### src/rtl/rv32i_types.sv
// Shared types and sizes for the cache-to-bmem arbiter.
package rv32i_types;

  localparam int BURST_LEN = 4;
  localparam int BEAT_BITS = 64;
  localparam int LINE_BITS = BURST_LEN * BEAT_BITS;

  typedef enum logic [2:0] {
    IDLE     = 3'd0,
    RD_REQ   = 3'd1,
    RD_WAIT  = 3'd2,
    WR_BURST = 3'd3,
    DONE     = 3'd4
  } arb_state_t;

endpackage

### src/rtl/line_assembler.sv
// Beat counter plus 256-bit line register. On the read side it packs incoming
// 64-bit beats into the line; on the write side only the counter is used, to
// index the latched writeback line.
module line_assembler
  import rv32i_types::*;
(
  input  logic                 clk,
  input  logic                 rst,
  input  logic                 clear,
  input  logic                 beat_valid,
  input  logic [BEAT_BITS-1:0] beat_data,
  output logic [LINE_BITS-1:0] line,
  output logic [1:0]           beat_cnt,
  output logic                 last_beat
);

  logic [LINE_BITS-1:0] line_q, line_d;
  logic [1:0]           cnt_q, cnt_d;

  // Next-state: clear wins over a beat; a beat lands at slot cnt_q.
  always_comb begin
    line_d = line_q;
    cnt_d  = cnt_q;
    if (clear) begin
      cnt_d = '0;
    end else if (beat_valid) begin
      line_d[{cnt_q, 6'b0} +: BEAT_BITS] = beat_data;
      cnt_d = cnt_q + 2'd1;
    end
  end

  // Counter and line storage.
  always_ff @(posedge clk or negedge rst) begin
    if (!rst) begin
      line_q <= '0;
      cnt_q  <= '0;
    end else begin
      line_q <= line_d;
      cnt_q  <= cnt_d;
    end
  end

  assign line      = line_q;
  assign beat_cnt  = cnt_q;
  assign last_beat = (cnt_q == 2'(BURST_LEN - 1));

endmodule

### src/rtl/mem_arbiter.sv
// Round-robin arbiter between icache and dcache onto a single burst bmem port.
// Reads become a 4-beat burst request whose returned beats are packed into a
// 256-bit line; dcache writebacks are streamed out as 4 write beats.
//
// bmem handshake: a request (bmem_read) or write beat (bmem_write) is held
// stable with its address/data until a cycle where bmem_ready=1, at which
// point it counts as accepted. Read beats arrive on bmem_rvalid with no
// back-pressure. Client side: requests are levels, held until the one-cycle
// resp pulse, and dropped the cycle after it.
module mem_arbiter
  import rv32i_types::*;
(
  input  logic                 clk,
  input  logic                 rst,
  input  logic [31:0]          i_addr,
  input  logic                 i_read,
  output logic [LINE_BITS-1:0] i_rdata,
  output logic                 i_resp,
  input  logic [31:0]          d_addr,
  input  logic                 d_read,
  input  logic                 d_write,
  input  logic [LINE_BITS-1:0] d_wdata,
  output logic [LINE_BITS-1:0] d_rdata,
  output logic                 d_resp,
  output logic [31:0]          bmem_addr,
  output logic                 bmem_read,
  output logic                 bmem_write,
  output logic [BEAT_BITS-1:0] bmem_wdata,
  input  logic                 bmem_ready,
  input  logic [31:0]          bmem_raddr,
  input  logic [BEAT_BITS-1:0] bmem_rdata,
  input  logic                 bmem_rvalid,
  output arb_state_t           dbg_state
);

  arb_state_t           state_q;
  logic                 grant_q;       // 0 = icache, 1 = dcache
  logic                 last_grant_q;
  logic [31:0]          addr_q;
  logic [LINE_BITS-1:0] wline_q;
  logic [LINE_BITS-1:0] i_rdata_q;
  logic [LINE_BITS-1:0] d_rdata_q;

  logic                 i_req, d_req, pick_d;
  logic [31:0]          req_addr;
  logic                 asm_clear, asm_valid, asm_last;
  logic [1:0]           asm_cnt;
  logic [LINE_BITS-1:0] asm_line;
  logic                 unused_bits;

  // Arbitration: a lone request wins; on a tie the client not served last wins.
  always_comb begin
    i_req    = i_read;
    d_req    = d_read | d_write;
    pick_d   = d_req & (~i_req | ~last_grant_q);
    req_addr = pick_d ? d_addr : i_addr;
  end

  // The counter sits cleared while idle, so every grant starts at beat 0.
  assign asm_clear = (state_q == IDLE);
  assign asm_valid = ((state_q == RD_WAIT) & bmem_rvalid) |
                     ((state_q == WR_BURST) & bmem_ready);

  line_assembler u_line_assembler (
    .clk        (clk),
    .rst        (rst),
    .clear      (asm_clear),
    .beat_valid (asm_valid),
    .beat_data  (bmem_rdata),
    .line       (asm_line),
    .beat_cnt   (asm_cnt),
    .last_beat  (asm_last)
  );

  // Transaction FSM: grant, burst request/collect or write stream, completion.
  always_ff @(posedge clk or negedge rst) begin
    if (!rst) begin
      state_q      <= IDLE;
      grant_q      <= 1'b0;
      last_grant_q <= 1'b0;
      addr_q       <= '0;
      wline_q      <= '0;
      i_rdata_q    <= '0;
      d_rdata_q    <= '0;
    end else begin
      case (state_q)
        IDLE: begin
          if (i_req | d_req) begin
            grant_q <= pick_d;
            addr_q  <= {req_addr[31:5], 5'b0};
            wline_q <= d_wdata;
            // A write takes priority over a simultaneous (illegal) read.
            state_q <= (pick_d & d_write) ? WR_BURST : RD_REQ;
          end
        end
        RD_REQ: begin
          if (bmem_ready) state_q <= RD_WAIT;
        end
        RD_WAIT: begin
          if (bmem_rvalid && asm_last) begin
            // The final beat always fills the top slot of the line.
            if (grant_q) d_rdata_q <= {bmem_rdata, asm_line[LINE_BITS-BEAT_BITS-1:0]};
            else         i_rdata_q <= {bmem_rdata, asm_line[LINE_BITS-BEAT_BITS-1:0]};
            state_q <= DONE;
          end
        end
        WR_BURST: begin
          if (bmem_ready && asm_last) state_q <= DONE;
        end
        DONE: begin
          last_grant_q <= grant_q;
          state_q      <= IDLE;
        end
        default: state_q <= IDLE;
      endcase
    end
  end

  // Outputs are decoded from registered state only.
  assign bmem_read  = (state_q == RD_REQ);
  assign bmem_write = (state_q == WR_BURST);
  assign bmem_addr  = (bmem_read | bmem_write) ? addr_q : '0;
  assign bmem_wdata = bmem_write ? wline_q[{asm_cnt, 6'b0} +: BEAT_BITS] : '0;
  assign i_resp     = (state_q == DONE) & ~grant_q;
  assign d_resp     = (state_q == DONE) & grant_q;
  assign i_rdata    = i_rdata_q;
  assign d_rdata    = d_rdata_q;
  assign dbg_state  = state_q;

  // Line offsets are dropped and the top line slot is taken from the beat bus.
  assign unused_bits = ^{i_addr[4:0], d_addr[4:0],
                         asm_line[LINE_BITS-1 -: BEAT_BITS], bmem_raddr};

  // Protocol checks on client and memory inputs.
  always @(posedge clk) begin
    if (rst) begin
      assert (!(d_read && d_write))
        else $error("d_read and d_write asserted together");
      assert (!(bmem_rvalid && (state_q != RD_WAIT)))
        else $error("bmem_rvalid outside RD_WAIT");
      if ((state_q == RD_WAIT) && bmem_rvalid)
        assert (bmem_raddr == addr_q)
          else $error("bmem_raddr %h does not match %h", bmem_raddr, addr_q);
    end
  end

endmodule
### config.mk
export PLATFORM = sky130hd
export DESIGN_NAME = mem_arbiter
export DESIGN_NICKNAME = d
export VERILOG_FILES = /design/src/rtl/rv32i_types.sv /design/src/rtl/line_assembler.sv /design/src/rtl/mem_arbiter.sv
export SDC_FILE = /design/constraint.sdc
export NUM_CORES = 1
export LEC_CHECK = 0
export ABC_AREA = 1
export ABC_CLOCK_PERIOD_IN_PS = 5400
export BUFFER_PORTS_ARGS = -buffer_cell sky130_fd_sc_hd__buf_2
export CORE_AREA = 2 2 410 412
export DETAILED_ROUTE_END_ITERATION = 7
export DIE_AREA = 0 0 412 414
export PLACE_DENSITY = 0.45
export SLEW_MARGIN = 20
export SYNTH_ARGS = -nofsm -noshare
export SYNTH_HDL_FRONTEND = slang
export SYNTH_SLANG_ARGS = --single-unit
### constraint.sdc
create_clock -name clk -period 5.4 [get_ports clk]
set_clock_uncertainty 0.1 [all_clocks]
set_input_delay 1.08 -clock clk [delete_from_list [all_inputs] [get_ports clk]]
set_output_delay 1.08 -clock clk [all_outputs]
set_load 0.005 [all_outputs]
==> flow_metrics.env, run 1 <==
export IMPL_synth_compound_area_frac=0.0912
export IMPL_drt_iter0_drc=2908
export IMPL_start_kind="register"
export IMPL_grt_pass1_vias=35800
export IMPL_clock_sinks=994
export IMPL_cts_resized=0
export IMPL_drc=0
export IMPL_grt_pass1_wl_microns=256000
export IMPL_dp_hpwl_microns=128000
export IMPL_finalHoldViolations=0
export IMPL_status="complete, no violations"
export IMPL_numPlacedInstances=7849
export IMPL_rsz0062_at_grt="no"
export IMPL_antenna_found_initial=76
export IMPL_routed_wl_microns=178000
export IMPL_synth_distinct_cells=22
export IMPL_postCtsHoldBufs=0
export IMPL_hold_slack_ns=0.308
export IMPL_cp_required_ns=4.22
export IMPL_period_share=0.799
export IMPL_muxShareOfSynthArea=0
export IMPL_syn2layout_area_growth_pct=26.9
export IMPL_grtUsageTotal=0.203
export IMPL_layout_cells_non_filler=8077
export IMPL_grt_max_degree=183
export IMPL_netlist_instances=4912
export IMPL_clk_path_buf_depth=3
export IMPL_tightest_slew_ns=1.02
export IMPL_placementRows=150
export IMPL_firstDrtPassIters=5
export IMPL_die_w_microns=412
export IMPL_synth_xor_xnor_area_share=0
export IMPL_synthAdderAreaFrac=0.00152
export IMPL_avgRoutedWirePerCell_microns=22.0
export IMPL_postCtsSetupBuffers=0
export IMPL_crit_chain="clkinv_2 > buf_12 > nor2_1 > o21ai_0 > a21oi_1 > buf_2"
export IMPL_initial_utilization=0.247
export IMPL_dieArea_sq_mm=0.171
export IMPL_io_buffers=990
export IMPL_num_vias=36100
export IMPL_worst_path_max_delay_cell="dfrtp_4"
export IMPL_layout_drive_gt1_share=0.217
export IMPL_timing_fmax_mhz=232
export IMPL_synthesis_area_sq_mm=0.0411
export IMPL_cts_tree="done"
export IMPL_cts_clk_slew_worst_paths_ns=0.06
export IMPL_leakage_nw=27.7
export IMPL_timing_setup_tns_ns=0
export IMPL_cts_root_buffer="clkbuf_16"
export IMPL_syn_avg_cell_area_sq_um=8.37
export IMPL_min_period_ns=4.32
export IMPL_synth_top_cell_by_area="dfrtp_1"
export IMPL_critical_path_class="reg2out"
export IMPL_crit_path_end_kind="output port"
export IMPL_yosys_register_bits=994
export IMPL_globalplace_congestion=0.864
export IMPL_hold_class="in2async"
export IMPL_crit_fanout=46
export IMPL_pin_count=1038
export IMPL_yosys_warnings=0
export IMPL_fill_cells=18300
export IMPL_ys_seq_area_frac=0.605
export IMPL_synth_top_family_by_area="simple AND/OR/NAND/NOR gates"
export IMPL_ant_nets=0
export IMPL_maxSlewViolCount=0
export IMPL_core_area_sq_mm=0.166
export IMPL_ir_drop_mv=0.333
export IMPL_p_per_area_mw_per_mm2=487
export IMPL_numCtsBuffers=114
export IMPL_fin_nets=6190
export IMPL_arrival_ns=3.14
export IMPL_die_height_microns=414
export IMPL_cpPeakStageDelay_ns=0.66
export IMPL_max_cap_violations=0
export IMPL_synth_area_top_cells="dfrtp_1, nand2_1, o21ai_0"
export IMPL_clk_latency_ns=0.74
export IMPL_avgViaCountPerCell=4.46
export IMPL_yosys_area_share_simple=0.238
export IMPL_setup_viol=0
export IMPL_grt_remaining_overflow=0
export IMPL_slew_headroom=0.320
export IMPL_synth_top_cell_area_share=0.605
export IMPL_htreeDepth=3
-- report_power, final --
| part | total [W] | switching (W) | internal (W) |
|---|---|---|---|
| sequential | 0.00975 | 0.000814 | 0.00894 |
| clock | 0.00806 | 0.00342 | 0.00465 |
| combinational | 0.00761 | 0.00554 | 0.00207 |
| total | 0.0254 | 0.00977 | 0.0157 |
-- worst paths after layout --
path	from	to	cells after the start	slack, ns
setup / recovery	u_line_assembler.beat_cnt[1]$_DFFE_PN0P_	bmem_wdata[45]	6	1.08
hold / removal	rst	d_rdata[173]$_DFFE_PN0P_	1	0.31
setup reg to reg	u_line_assembler.beat_cnt[1]$_DFFE_PN0P_	u_line_assembler.line[79]$_DFFE_PN0P_	7	1.87
hold reg to reg	wline_q[217]$_DFFE_PN0P_	wline_q[217]$_DFFE_PN0P_	2	0.36
max in group asynchronous	rst	wline_q[64]$_DFFE_PN0P_	2	3.61
min in group clk	wline_q[217]$_DFFE_PN0P_	wline_q[217]$_DFFE_PN0P_	2	0.36
-- layout by cell type, fill, tap and decap left out --
master and instances:
dfrtp_4 2, nand3_4 3, nand2_1 1831, buf_8 1, inv_4 1, nor2_1 483
clkinv_16 5, nor2_4 2, buf_16 1, buf_12 17, inv_6 4, clkinv_2 25
clkbuf_8 26, inv_8 1, o211ai_1 27, nand4_1 2, inv_1 317, a21oi_1 66
buf_6 2, nand2_4 4, nand2_8 1, clkbuf_1 22, nand3_1 197, bufinv_16 8
buf_2 989, ha_1 3, clkinv_4 2, dfrtp_1 992, clkinvlp_4 4, nand3_2 1
nand2_2 4, ha_4 2, inv_2 7, clkinv_8 1, diode_2 17, buf_4 39
nor2_2 2, clkbuf_16 114, o21ai_0 643, conb_1 5
-- per-stage QoR --
| step | util | power, W | setup WS, ns | area, sq um |
|---|---|---|---|---|
| floorplan | - | 0.0144 | 2.88 | 41100 |
| global placement | 0.290 | 0.0176 | 1.74 | 48200 |
| detailed placement | 0.290 | 0.0177 | 1.70 | 48200 |
| CTS | 0.313 | 0.0258 | 0.912 | 52100 |
| global route | 0.314 | 0.0271 | 0.886 | 52200 |
| finish | 0.314 | 0.0254 | 1.08 | 52200 |
-- cells by family (layout without fill, tap and decap cells) --
kind of cell             count (synthesis)  in the layout
other                                    1             22
adder cells (fa/ha/maj)                  5              5
AND/OR/NAND/NOR                       2530           2530
AO/OA/AOI/OAI                          736            736
buffers and inverters                  646           1586
flip-flops                             994            994
-- cell usage after synthesis --
cell and n:
nand4_1 2, nand2_1 1834, nor2_4 1, nand3_1 198, nor2_1 483, o211ai_1 27, conb_1 1, nand2_4 1
clkinv_1 1, clkbuf_1 193, ha_1 5, buf_2 96, buf_4 24, nand2_2 5, dfrtp_1 994, a21oi_1 66
nor2_2 3, inv_2 8, nand3_2 3, buf_1 6, inv_1 318, o21ai_0 643
-- critical path: cells and delay by family (launching register included) --
family | cells | cell delay [ns]
simple gates | 1 | 0.14
flops | 1 | 0.66
compound gates | 2 | 0.41
buf+inv | 3 | 1.16
-- cell type report --
type	instances	area (sq um)	area share
Inverter	327	1240	0.0237
Tap cell	2204	2760	0.0528
Clock buffer	162	3290	0.0631
Clock inverter	48	609	0.0117
Multi-Input combinational cell	3276	13700	0.263
Sequential cell	994	24900	0.477
Antenna cell	17	42.5	0.000815
Timing Repair Buffer	1049	5650	0.108
-- per-layer routing --
layer | share of wire | GRT usage | vias to the layer above | wire [microns]
li1 | - | - | 17000 | -
met1 | 0.41 | 0.249 | 17500 | 72100
met2 | 0.48 | 0.345 | 1167 | 86200
met3 | 0.076 | 0.0554 | 277 | 13600
met4 | 0.031 | 0.0648 | 70 | 5600
met5 | 0.0023 | 0 | - | 414
-- flip-flops by register name, summed over array words and instances (netlist names) --
signal,cells
addr_q,27
d_rdata,256
dbg_state,3
grant_q,1
i_rdata,256
last_grant_q,1
u_line_assembler.beat_cnt,2
u_line_assembler.line,192
wline_q,256
Note: power is estimated with default switching activity, not from simulation.
==> run 2: changes to the inputs <==
--- a/config.mk
+++ b/config.mk
@@ -5,13 +5,13 @@
 export SDC_FILE = /design/constraint.sdc
 export NUM_CORES = 1
 export LEC_CHECK = 0
-export ABC_AREA = 1
-export ABC_CLOCK_PERIOD_IN_PS = 5400
+export ABC_AREA = 0
+export ABC_CLOCK_PERIOD_IN_PS = 3700
 export BUFFER_PORTS_ARGS = -buffer_cell sky130_fd_sc_hd__buf_2
-export CORE_AREA = 2 2 410 412
+export CORE_AREA = 2 2 409 411
 export DETAILED_ROUTE_END_ITERATION = 7
-export DIE_AREA = 0 0 412 414
-export PLACE_DENSITY = 0.45
+export DIE_AREA = 0 0 411 413
+export PLACE_DENSITY = 0.47
 export SLEW_MARGIN = 20
 export SYNTH_ARGS = -nofsm -noshare
 export SYNTH_HDL_FRONTEND = slang
==> constraint.sdc (replaced) <==
create_clock -name clk -period 3.7 [get_ports clk]
set_clock_uncertainty 0.1 [all_clocks]
set_input_delay 0.74 -clock clk [delete_from_list [all_inputs] [get_ports clk]]
set_output_delay 0.74 -clock clk [all_outputs]
set_load 0.005 [all_outputs]
==> run 2 against run 1 <==
Wire length shrank 24%. Critical endpoint is now bmem_wdata[7]. Global-route usage down 4.8 points. Sequential share of layout area fell by 0.31 points. Largest power group unchanged.
==> flow_metrics.env, run 2 <==
export IMPL_stdcell_area_sq_mm=0.0525
export IMPL_cts_resized=0
export IMPL_p_per_area_mw_per_mm2=846
export IMPL_hold_slack_ns=0.112
export IMPL_setup_viol=0
export IMPL_final_common_cell="dfrtp_1"
export IMPL_dp_hpwl_microns=95800
export IMPL_drc=0
export IMPL_layout_drive_gt1_share=0.549
export IMPL_antenna_found_initial=53
export IMPL_io_buffers=990
export IMPL_synth_distinct_cells=37
export IMPL_ys_seq_area_frac=0.608
export IMPL_fill_cells=17000
export IMPL_period_share=0.935
export IMPL_initial_utilization=0.247
export IMPL_layout_common_cells="dfrtp_1, buf_2, mux2_2"
export IMPL_die_w_microns=411
export IMPL_fin_nets=4223
export IMPL_slew_headroom=0.412
export IMPL_cts_clk_slew_worst_paths_ns=0.06
export IMPL_core_area_sq_mm=0.166
export IMPL_maxSlewViolCount=0
export IMPL_syn_avg_cell_area_sq_um=14.8
export IMPL_synth_top_cell_area_share=0.608
export IMPL_min_period_ns=3.46
export IMPL_avgViaCountPerCell=4.29
export IMPL_yosys_register_bits=994
export IMPL_netlist_instances=2770
export IMPL_critical_path_class="reg2out"
export IMPL_avgRoutedWirePerCell_microns=22.1
export IMPL_ir_drop_mv=0.457
export IMPL_synth_top_cell_by_area="dfrtp_1"
export IMPL_num_vias=26200
export IMPL_dieArea_sq_mm=0.170
export IMPL_pin_count=1038
export IMPL_finalHoldViolations=0
export IMPL_rsz0062_at_grt="no"
export IMPL_yosys_top_cells_count="dfrtp_1, mux2_2, inv_1, nand2_1, mux2i_1"
export IMPL_max_cap_violations=0
export IMPL_leakage_nw=25.8
export IMPL_start_kind="register"
export IMPL_firstDrtPassIters=4
export IMPL_grtUsageTotal=0.156
export IMPL_grt_pass1_vias=27100
export IMPL_grt_remaining_overflow=0
export IMPL_synth_area_top_cells="dfrtp_1, mux2_2, mux2i_1"
export IMPL_routed_wl_microns=135000
export IMPL_htreeDepth=3
export IMPL_drt_iter0_drc=1250
export IMPL_grt_max_degree=107
export IMPL_crit_fanout=57
export IMPL_clk_path_buf_depth=3
export IMPL_tightest_slew_ns=0.881
export IMPL_yosys_warnings=0
export IMPL_placed_cell_area_sq_mm=0.0488
export IMPL_crit_path_end_kind="output port"
export IMPL_hold_class="in2reg"
export IMPL_die_height_microns=413
export IMPL_synth_ff_type="dfrtp_1"
export IMPL_numCtsBuffers=113
export IMPL_synthesis_area_sq_mm=0.0409
export IMPL_globalplace_congestion=0.774
export IMPL_grt_pass1_wl_microns=195000
export IMPL_cts_tree="done"
export IMPL_status="complete, no violations"
export IMPL_synth_edf_count=0
export IMPL_cts_root_buffer="clkbuf_16"
export IMPL_timing_setup_tns_ns=0
export IMPL_placementRows=150
export IMPL_clk_latency_ns=0.76
export IMPL_ant_nets=0
export IMPL_timing_fmax_mhz=289
export IMPL_arrival_ns=2.62
export IMPL_clock_sinks=994
export IMPL_cp_required_ns=2.86
export IMPL_syn2layout_area_growth_pct=28.5
export IMPL_yosysMostFrequentCell="dfrtp_1"
export IMPL_synthArstFlopShare=1.00
-- run 2: layout make-up --
class	instances	area, sq um	share of cell area
clock inverter	34	379	0.00722
inverter	196	736	0.0140
tap	2204	2760	0.0525
sequential	994	24900	0.474
multi-input combinational	1413	14400	0.274
antenna	23	57.6	0.00110
clock buffer	170	3310	0.0631
timing repair buffer	1077	6030	0.115
-- run 2: final timing paths --
check	start	end	slack, ns	cells past startpoint
worst max-delay path	dbg_state[2]$_DFFE_PN0P_	bmem_wdata[7]	0.24	4
worst min-delay path	d_wdata[110]	wline_q[110]$_DFFE_PN0P_	0.11	2
worst max register to register	u_line_assembler.beat_cnt[1]$_DFFE_PN0P_	i_rdata[232]$_DFFE_PN0P_	0.92	6
worst min register to register	i_rdata[30]$_DFFE_PN0P_	i_rdata[30]$_DFFE_PN0P_	0.38	1
max in group asynchronous	rst	u_line_assembler.line[149]$_DFFE_PN0P_	1.87	4
min in group asynchronous	rst	i_rdata[227]$_DFFE_PN0P_	0.43	2
-- run 2: report_power, final --
group	internal, W	switching, W	total (W)	leakage [nW]
registers	0.0156	0.00297	0.0186	12.8
logic	0.00781	0.00681	0.0146	11.2
clock network	0.00645	0.00475	0.0112	1.82
total	0.0299	0.0145	0.0444	25.8
-- run 2: through the flow --
stage | worst slack [ns] | util | instances | power (W)
2_1_floorplan | 1.18 | - | 2774 | 0.0263
3_3_place_gp | 0.703 | 0.294 | 5881 | 0.0335
3_5_place_dp | 0.723 | 0.294 | 5881 | 0.0338
4_1_cts | 0.0904 | 0.316 | 6088 | 0.0453
5_1_grt | 0.0832 | 0.317 | 6105 | 0.0473
6_report | 0.241 | 0.317 | 6111 | 0.0444
-- run 2: timing repair --
item	in CTS	in global routing
hold buffers	1	0
hold endpoints to repair	40	0
buffers inserted	2	0
endpoints found under the setup margin	3	0
-- run 2: logic make-up (layout without fill, tap and decap cells) --
logic type / after synthesis / after routing / share of synthesized area
multiplexers: 1081 / 1081 / 0.309
flip-flops: 994 / 994 / 0.608
AND/OR/NAND/NOR: 312 / 312 / 0.0366
other: 1 / 28 / 0.0000917
buffers and inverters: 367 / 1477 / 0.0424
AO/OA/AOI/OAI: 10 / 10 / 0.00193
adder cells (fa/ha/maj): 5 / 5 / 0.00153
-- run 2: per-layer routing --
metal / part of all wire / track usage / up-vias / routed length [microns]
li1: - / - / 11600 / -
met1: 0.42 / 0.193 / 13500 / 56300
met2: 0.48 / 0.254 / 819 / 64300
met3: 0.081 / 0.0535 / 197 / 10900
met4: 0.024 / 0.0513 / 52 / 3240
met5: 0.0022 / 0 / - / 292
-- run 2: worst max-delay path, stage by stage (launching register included) --
cell	delay, ns
dfrtp_1	0.56
nor2b_4	0.36
buf_12	0.30
and3_1	0.36
buf_2	0.19
